File: src/rtl/universal_ff_bank.sv
// WIDTH-channel flip-flop bank; each bit acts as a D, T, JK or SR flop, selected by a runtime mode register.
// Optional change counter enabled by defining UNIVERSAL_FF_CHG_CNT_EN; without it chg_cnt reads 0.
module universal_ff_bank #(
    parameter int unsigned       WIDTH     = 8,
    parameter logic [WIDTH-1:0]  RESET_VAL = {WIDTH{1'b0}},
    parameter int unsigned       CNT_W     = 16
) (
    input  logic              clk,
    input  logic              reset,
    input  logic              cfg_we,
    input  logic [1:0]        cfg_mode,
    input  logic              en,
    input  logic [WIDTH-1:0]  a,
    input  logic [WIDTH-1:0]  b,
    input  logic              err_clr,
    input  logic              cnt_clr,
    output logic [WIDTH-1:0]  q,
    output logic [WIDTH-1:0]  qn,
    output logic [1:0]        mode,
    output logic [WIDTH-1:0]  err,
    output logic              chg,
    output logic [CNT_W-1:0]  chg_cnt
);

    localparam logic [1:0] MODE_D  = 2'b00;
    localparam logic [1:0] MODE_T  = 2'b01;
    localparam logic [1:0] MODE_JK = 2'b10;
    localparam logic [1:0] MODE_SR = 2'b11;

    logic [WIDTH-1:0] q_q, q_d;
    logic [WIDTH-1:0] err_q, err_d;
    logic [1:0]       mode_q, mode_d;
    logic             chg_q, chg_d;
    logic [WIDTH-1:0] q_next;
    logic [WIDTH-1:0] illegal;

    // q_next is evaluated with the mode already in effect, so a same-edge cfg write only affects later edges
    always_comb begin
        q_next  = q_q;
        illegal = '0;
        case (mode_q)
            MODE_D:  q_next = a;
            MODE_T:  q_next = q_q ^ a;
            MODE_JK: q_next = (a & ~q_q) | (~b & q_q);
            MODE_SR: begin
                illegal = a & b;
                q_next  = (q_q & ~(~a & b)) | (a & ~b);
            end
            default: q_next = q_q;
        endcase
    end

    always_comb begin
        mode_d = cfg_we ? cfg_mode : mode_q;
        q_d    = en ? q_next : q_q;
        err_d  = (err_clr ? '0 : err_q) | (en ? illegal : '0);
        chg_d  = (q_d != q_q);
    end

    always_ff @(posedge clk or posedge reset) begin
        if (reset) begin
            q_q    <= RESET_VAL;
            mode_q <= MODE_D;
            err_q  <= '0;
            chg_q  <= 1'b0;
        end else begin
            q_q    <= q_d;
            mode_q <= mode_d;
            err_q  <= err_d;
            chg_q  <= chg_d;
        end
    end

`ifdef UNIVERSAL_FF_CHG_CNT_EN
    logic [CNT_W-1:0] cnt_q, cnt_d;

    // saturating; clear has priority over a same-edge increment
    always_comb begin
        cnt_d = cnt_q;
        if (cnt_clr)
            cnt_d = '0;
        else if (chg_d && (cnt_q != {CNT_W{1'b1}}))
            cnt_d = cnt_q + 1'b1;
    end

    always_ff @(posedge clk or posedge reset) begin
        if (reset)
            cnt_q <= '0;
        else
            cnt_q <= cnt_d;
    end

    assign chg_cnt = cnt_q;
`else
    logic unused_cnt_clr;
    assign unused_cnt_clr = cnt_clr;
    assign chg_cnt        = '0;
`endif

    assign q    = q_q;
    assign qn   = ~q_q;
    assign mode = mode_q;
    assign err  = err_q;
    assign chg  = chg_q;

endmodule
File: config.mk
export PLATFORM = sky130hd
export DESIGN_NAME = universal_ff_bank
export DESIGN_NICKNAME = d
export VERILOG_FILES = /design/src/rtl/universal_ff_bank.sv
export SDC_FILE = /design/constraint.sdc
export NUM_CORES = 1
export LEC_CHECK = 0
export ABC_AREA = 1
export BUFFER_PORTS_ARGS = -buffer_cell sky130_fd_sc_hd__buf_4
export CAP_MARGIN = 20
export CORE_MARGIN = 10
export CORE_UTILIZATION = 25
export DETAILED_ROUTE_END_ITERATION = 12
export PLACE_DENSITY_LB_ADDON = 0.05
export SYNTH_ARGS = -nofsm -noshare
export SYNTH_HDL_FRONTEND = slang
export SYNTH_SLANG_ARGS = --single-unit
export TNS_END_PERCENT = 5
File: constraint.sdc
create_clock -name clk -period 1.5 [get_ports clk]
set_input_delay 0.075 -clock clk [delete_from_list [all_inputs] [get_ports clk]]
set_output_delay 0.075 -clock clk [all_outputs]
set_load 0.05 [all_outputs]
==> reports/qor.txt, run 1 <==
outcome: finished, final reports clean
DRC violations left: 0
die area: 8790 µm²
worst-path fanout max: 5
Initial Util: 26.1%
post-synth top area share: 35.0%
Leak Pwr: 1.06 nW
Routed Antenna Nets: 0
syn_area_per_cell: 6.30 µm²
row cnt: 26
unrepaired setup endpoints after global routing: true
Worst setup SP type: flop
Max Slew Vio Count: 0
first-pass GRT wire length: 7.37 mm
number of global-route vias before repair: 1572
#FFs+latches synth: 19
synth top area cells: dfrtp_1 (35%), nand2_1 (24%), nand3_1 (9.9%)
clk_lat worst skew: 0.26 ns
commonest non-fill, non-tap cells in the layout: nand2_1 (85), buf_4 (63), inv_1 (25), nand3_1 (25)
layout cells sized above 1: 29.5%
CTS tree: yes
CTS sink count: 19
Distinct cells, synth: 15
critical path endpoint category: flop
Syn. warnings: 0
Data required, critical path: 1.65 ns
Peak Freq: 681 MHz
post-route setup TNS: 0 ns
clock buffer depth: 2
Die Wd: 93.8 µm
final period utilization: 97.9%
pre-CTS setup slack: 0.00438 ns
most common cell after layout, fill and taps aside: nand2_1
RD Place Congestion: 0.790
clock-pin slew on the worst setup and hold paths: 0.08 ns
WP data arrival: 1.62 ns
clock skew: 0.0105 ns
Die Ht: 93.8 µm
initial antenna violation count: 0
post-route cell area: 1960 µm²
Iter 0 DRT Violations: 46
H-tree depth: 1
Root Buffer: clkbuf_8
Vias per Instance: 4.27
n_diodes: 0
FILL cells: 601
VDD IR max: 0.431 mV
core area: 5200 µm²
register area: 479 µm²
First-pass DRT Iterations: 4
WL final: 4.68 mm
Post-DP HPWL: 3.63 mm
fin nets: 306
Wirelength per Cell: 13.3 µm
IO Port Bufs: 49
cell area after synthesis: 1360 µm²
Vias: 1499
Hold Fails Final Rpt: 0
placement-stage cell area: 1820 µm²
synth-to-layout area growth: 44.4%
post-synthesis sequential area ratio: 35.0%
HP Class: input pin to flop
Max Cap Violations: 0
footprint of the multi-input gates: 724 µm²
Num CTS Buffers: 3
gr ovfl total: 0
PwrDens: 1080 nW/µm²
largest net degree at the start of global routing: 25
Crit Path Category: flop to flop
GR Util All Layers: 10.5%
leading area contributor after synthesis: dfrtp_1
# IOs: 67
crit path time final: 1.47 ns
Final setup viols: 0
worst setup margin: 0.0308 ns
synthesized instance count: 216
## Yosys cell counts
cell type and n:
nand2_1 86, nand3_1 27, inv_1 26, dfrtp_1 19
buf_4 16, o21ai_0 10, o22ai_1 8, nor2_1 6
o21ai_1 6, buf_2 3, inv_2 3, clkbuf_1 2
nand4_1 2, conb_1 1, nor2_2 1
## metrics by stage
step | hold WS (ns) | std cells | total power [mW] | utilization (%)
after floorplan | 0.0259 | 231 | 1.40 | -
after global placement | 0.134 | 340 | 1.72 | 35.0
after detailed placement | 0.140 | 340 | 1.71 | 35.0
after CTS | 0.0102 | 345 | 2.11 | 36.2
after global routing | 0.0255 | 351 | 2.27 | 37.7
final | 0.0167 | 351 | 2.12 | 37.7
## per-layer routing
metal | track usage, % | up-vias | wire length [µm]
met2 | 18.2 | 48 | 2240
met4 | 2.53 | 0 | 35
li1 | - | 781 | -
met3 | 4.64 | 2 | 372
met5 | 0 | - | 0
met1 | 11.4 | 668 | 2030
## worst max-delay path, stage by stage, from the launching register on
cell and delay, ns:
dfrtp_2 0.48, nand2_4 0.12, clkinvlp_4 0.14, buf_4 0.15, nand2_1 0.05, nand3_1 0.09
nand3_1 0.08, nand4_1 0.10, nor2_1 0.09, nand2_1 0.05
## registers in the layout, indices dropped and copies added (netlist names)
| name | count |
|---|---|
| err | 8 |
| chg | 1 |
| mode | 2 |
| q | 8 |
## cell type report
cell class	count	share of cell area (%)
multi-input combinational	162	36.9
timing repair inverter	1	0.382
inverter	29	5.86
clock buffer	4	2.29
tap	70	4.46
sequential	19	24.4
timing repair buffer	66	25.7
## worst paths after layout
| kind | start | endpoint | slack, ns | depth (start not counted) |
|---|---|---|---|---|
| min in group asynchronous | reset | err[7] | 0.40 | 4 |
| worst min register to register | err[5] | err[5] | 0.53 | 2 |
| max in group asynchronous | reset | mode[0] | 0.85 | 4 |
| worst min-delay path | cfg_mode[1] | mode[1] | 0.02 | 3 |
| worst max-delay path | mode[1] | chg | 0.03 | 9 |
| worst max register to register | mode[1] | chg | 0.03 | 9 |
## power by group
part	total, mW	internal (mW)	switching (mW)	leakage [nW]
logic	1.10	0.332	0.763	0.796
registers	0.646	0.569	0.0761	0.238
clock network	0.377	0.189	0.187	0.0228
total	2.12	1.09	1.03	1.06
## cells by family (layout without fill, tap and decap cells)
group / after synthesis / after routing / synth area share, %
other cells: 1 / 16 / 0.276
simple gates: 122 / 122 / 36.7
buf+inv: 50 / 100 / 18.5
flops: 19 / 19 / 35.0
compound gates: 24 / 24 / 9.57
## repair_timing
action / CTS / global route
pin swaps: 0 / 4
hold endpoints to repair: 19 / 0
buffers inserted: 0 / 5
endpoints found under the setup margin: 1 / 1
hold buffers: 1 / 0
gates cloned: 0 / 1
gates resized for setup: 2 / 11
(Power assumes the default switching activity.)
==> run 2: changes to the inputs <==
clock period = 1.3 ns   (was 1.5 ns; I/O delays follow)
==> reports/qor.txt, run 2 (same netlist as run 1, synthesis figures left out) <==
worst-path fanout max: 9 (+4)
final period utilization: 110% (+12 points)
clock skew: 0.00701 ns (-0.00346 ns)
PwrDens: 1210 nW/µm² (+12%)
largest net degree at the start of global routing: 25 (unchanged)
initial antenna violation count: 0 (unchanged)
first-pass GRT wire length: 7.54 mm (+2.3%)
clock-pin slew on the worst setup and hold paths: 0.08 ns (about the same)
Post-DP HPWL: 3.67 mm (+1.2%)
Data required, critical path: 1.46 ns (-0.19 ns)
row cnt: 26 (unchanged)
number of global-route vias before repair: 1600 (+1.8%)
WHS: 0.0199 ns (+0.00319 ns)
post-route cell area: 2140 µm² (+8.9%)
CP dominant cell by count: nand2_2
Peak Freq: 702 MHz (+3.2%)
WP data arrival: 1.59 ns (-0.03 ns)
fin nets: 315 (+2.9%)
Num CTS Buffers: 3 (unchanged)
critical path endpoint category: flop
Wirelength per Cell: 13.4 µm (+0.21%)
Root Buffer: clkbuf_8
VDD IR max: 0.749 mV (+74%)
First-pass DRT Iterations: 4 (unchanged)
FILL cells: 578 (-3.8%)
Die Ht: 93.8 µm (unchanged)
n_diodes: 0 (unchanged)
synth-to-layout area growth: 57.3%
most common cell after layout, fill and taps aside: nand2_1
Leak Pwr: 1.13 nW (+7.1%)
CTS tree: yes
Max Slew Vio Count: 0 (unchanged)
crit path time final: 1.42 ns (-0.0453 ns)
# IOs: 67 (unchanged)
Final setup viols: 1 (+1)
Routed Antenna Nets: 0 (unchanged)
Worst setup SP type: flop
filler-free cell count of the finished design: 360 (+2.6%)
die area: 8790 µm² (unchanged)
unrepaired setup endpoints after global routing: true
post-route setup TNS: -0.124 ns (-0.124 ns)
Initial Util: 26.1% (unchanged)
clock buffer depth: 2 (unchanged)
H-tree depth: 1 (unchanged)
GR Util All Layers: 10.5% (+0.054 points)
CTS sink count: 19 (unchanged)
clk_lat worst skew: 0.26 ns (about the same)
Hold Fails Final Rpt: 0 (unchanged)
failing checks: setup timing
WL final: 4.81 mm (+2.8%)
RD Place Congestion: 0.806 (+2.1%)
Vias: 1550 (+3.4%)
HP Class: input pin to flop
IO Port Bufs: 49 (unchanged)
Crit Path Category: flop to flop
core area: 5200 µm² (unchanged)
outcome: complete, but fails checks
worst setup margin: -0.124 ns (-0.155 ns)
slowest CP cell: dfrtp_2
Max Cap Violations: 0 (unchanged)
Vias per Instance: 4.31 (+0.82%)
Die Wd: 93.8 µm (unchanged)
Critical Path, Cell by Cell: inv_2, buf_6, nand2_1, nand3_4, nand2_2, nand2_2, nand2_2, inv_2, nand3_2, nor2_2, nand2_1
placement-stage cell area: 1880 µm² (+3.3%)
gr ovfl total: 0 (unchanged)
Iter 0 DRT Violations: 48 (+4.3%)
Post-Place Cells: 348 (+2.4%)
layout cells sized above 1: 39.7% (+10 points)
DRC violations left: 0 (unchanged)
Critical Path Max Stage Delay: 0.46 ns (-0.02 ns)
commonest non-fill, non-tap cells in the layout: nand2_1 (71), buf_4 (67), inv_1 (24)
run 2: cell types whose count changed in the layout (fill, tap and decap cells not counted), sizes merged:
cell and change:
clkinv +1, buf +10, clkbuf -1, clkinvlp -1
run 2: path summary, 6_finish.rpt:
| kind | from | depth (start not counted) | slack, ns | end |
|---|---|---|---|---|
| max | mode[0] | 11 | -0.12 | chg |
| min | cfg_we | 2 | 0.02 | mode[1] |
| max reg2reg | mode[0] | 11 | -0.12 | chg |
| min reg2reg | err[5] | 2 | 0.53 | err[5] |
| max in group asynchronous | reset | 4 | 0.68 | mode[1] |
| min in group asynchronous | reset | 4 | 0.38 | err[6] |
run 2: power breakdown:
part           leakage [nW]  internal [mW]  switching (mW)
clock                0.0255          0.214           0.226
sequential            0.238          0.657          0.0873
combinational         0.868          0.464           0.938
total                  1.13           1.34            1.25
run 2: per-stage QoR:
| step | worst slack, ns | utilization [%] | power, mW |
|---|---|---|---|
| 3_3_place_gp | -0.244 | 36.1 | 2.02 |
| 5_1_grt | -0.246 | 41.1 | 2.76 |
| 6_report | -0.124 | 41.1 | 2.59 |
| 2_1_floorplan | -0.352 | - | 1.61 |
| 4_1_cts | -0.178 | 39.2 | 2.54 |
| 3_5_place_dp | -0.266 | 36.1 | 2.02 |
run 2: what timing repair did:
item / in CTS / in global routing
setup buffers: 3 / 4
pin swaps: 15 / 16
setup endpoints to repair: 1 / 3
hold endpoints to repair: 19 / 0
gates resized for setup: 20 / 23
hold buffers: 1 / 0
run 2: layout make-up:
| cell class | count | area (µm²) | share of cell area, % |
|---|---|---|---|
| clock inverters | 1 | 5.00 | 0.234 |
| flip-flops and latches | 19 | 479 | 22.4 |
| repair buffers | 76 | 612 | 28.6 |
| multi-input cells | 162 | 800 | 37.4 |
| well taps | 70 | 87.6 | 4.09 |
| clock buffers | 3 | 41.3 | 1.93 |
| inverters | 29 | 115 | 5.38 |
run 2: critical path: cells and delay by family (launching register included):
family                 cells  cell delay (ns)
AND/OR/NAND/NOR            8             0.58
flip-flops                 1             0.46
buffers and inverters      3             0.29
run 2: layer usage:
metal | global-route usage (%) | up-vias | share of wire [%]
met2 | 17.9 | 52 | 48
met5 | 0 | - | 0
met1 | 12.4 | 696 | 43
li1 | - | 798 | -
met4 | 1.90 | 0 | 0.85
met3 | 4.08 | 4 | 7.7
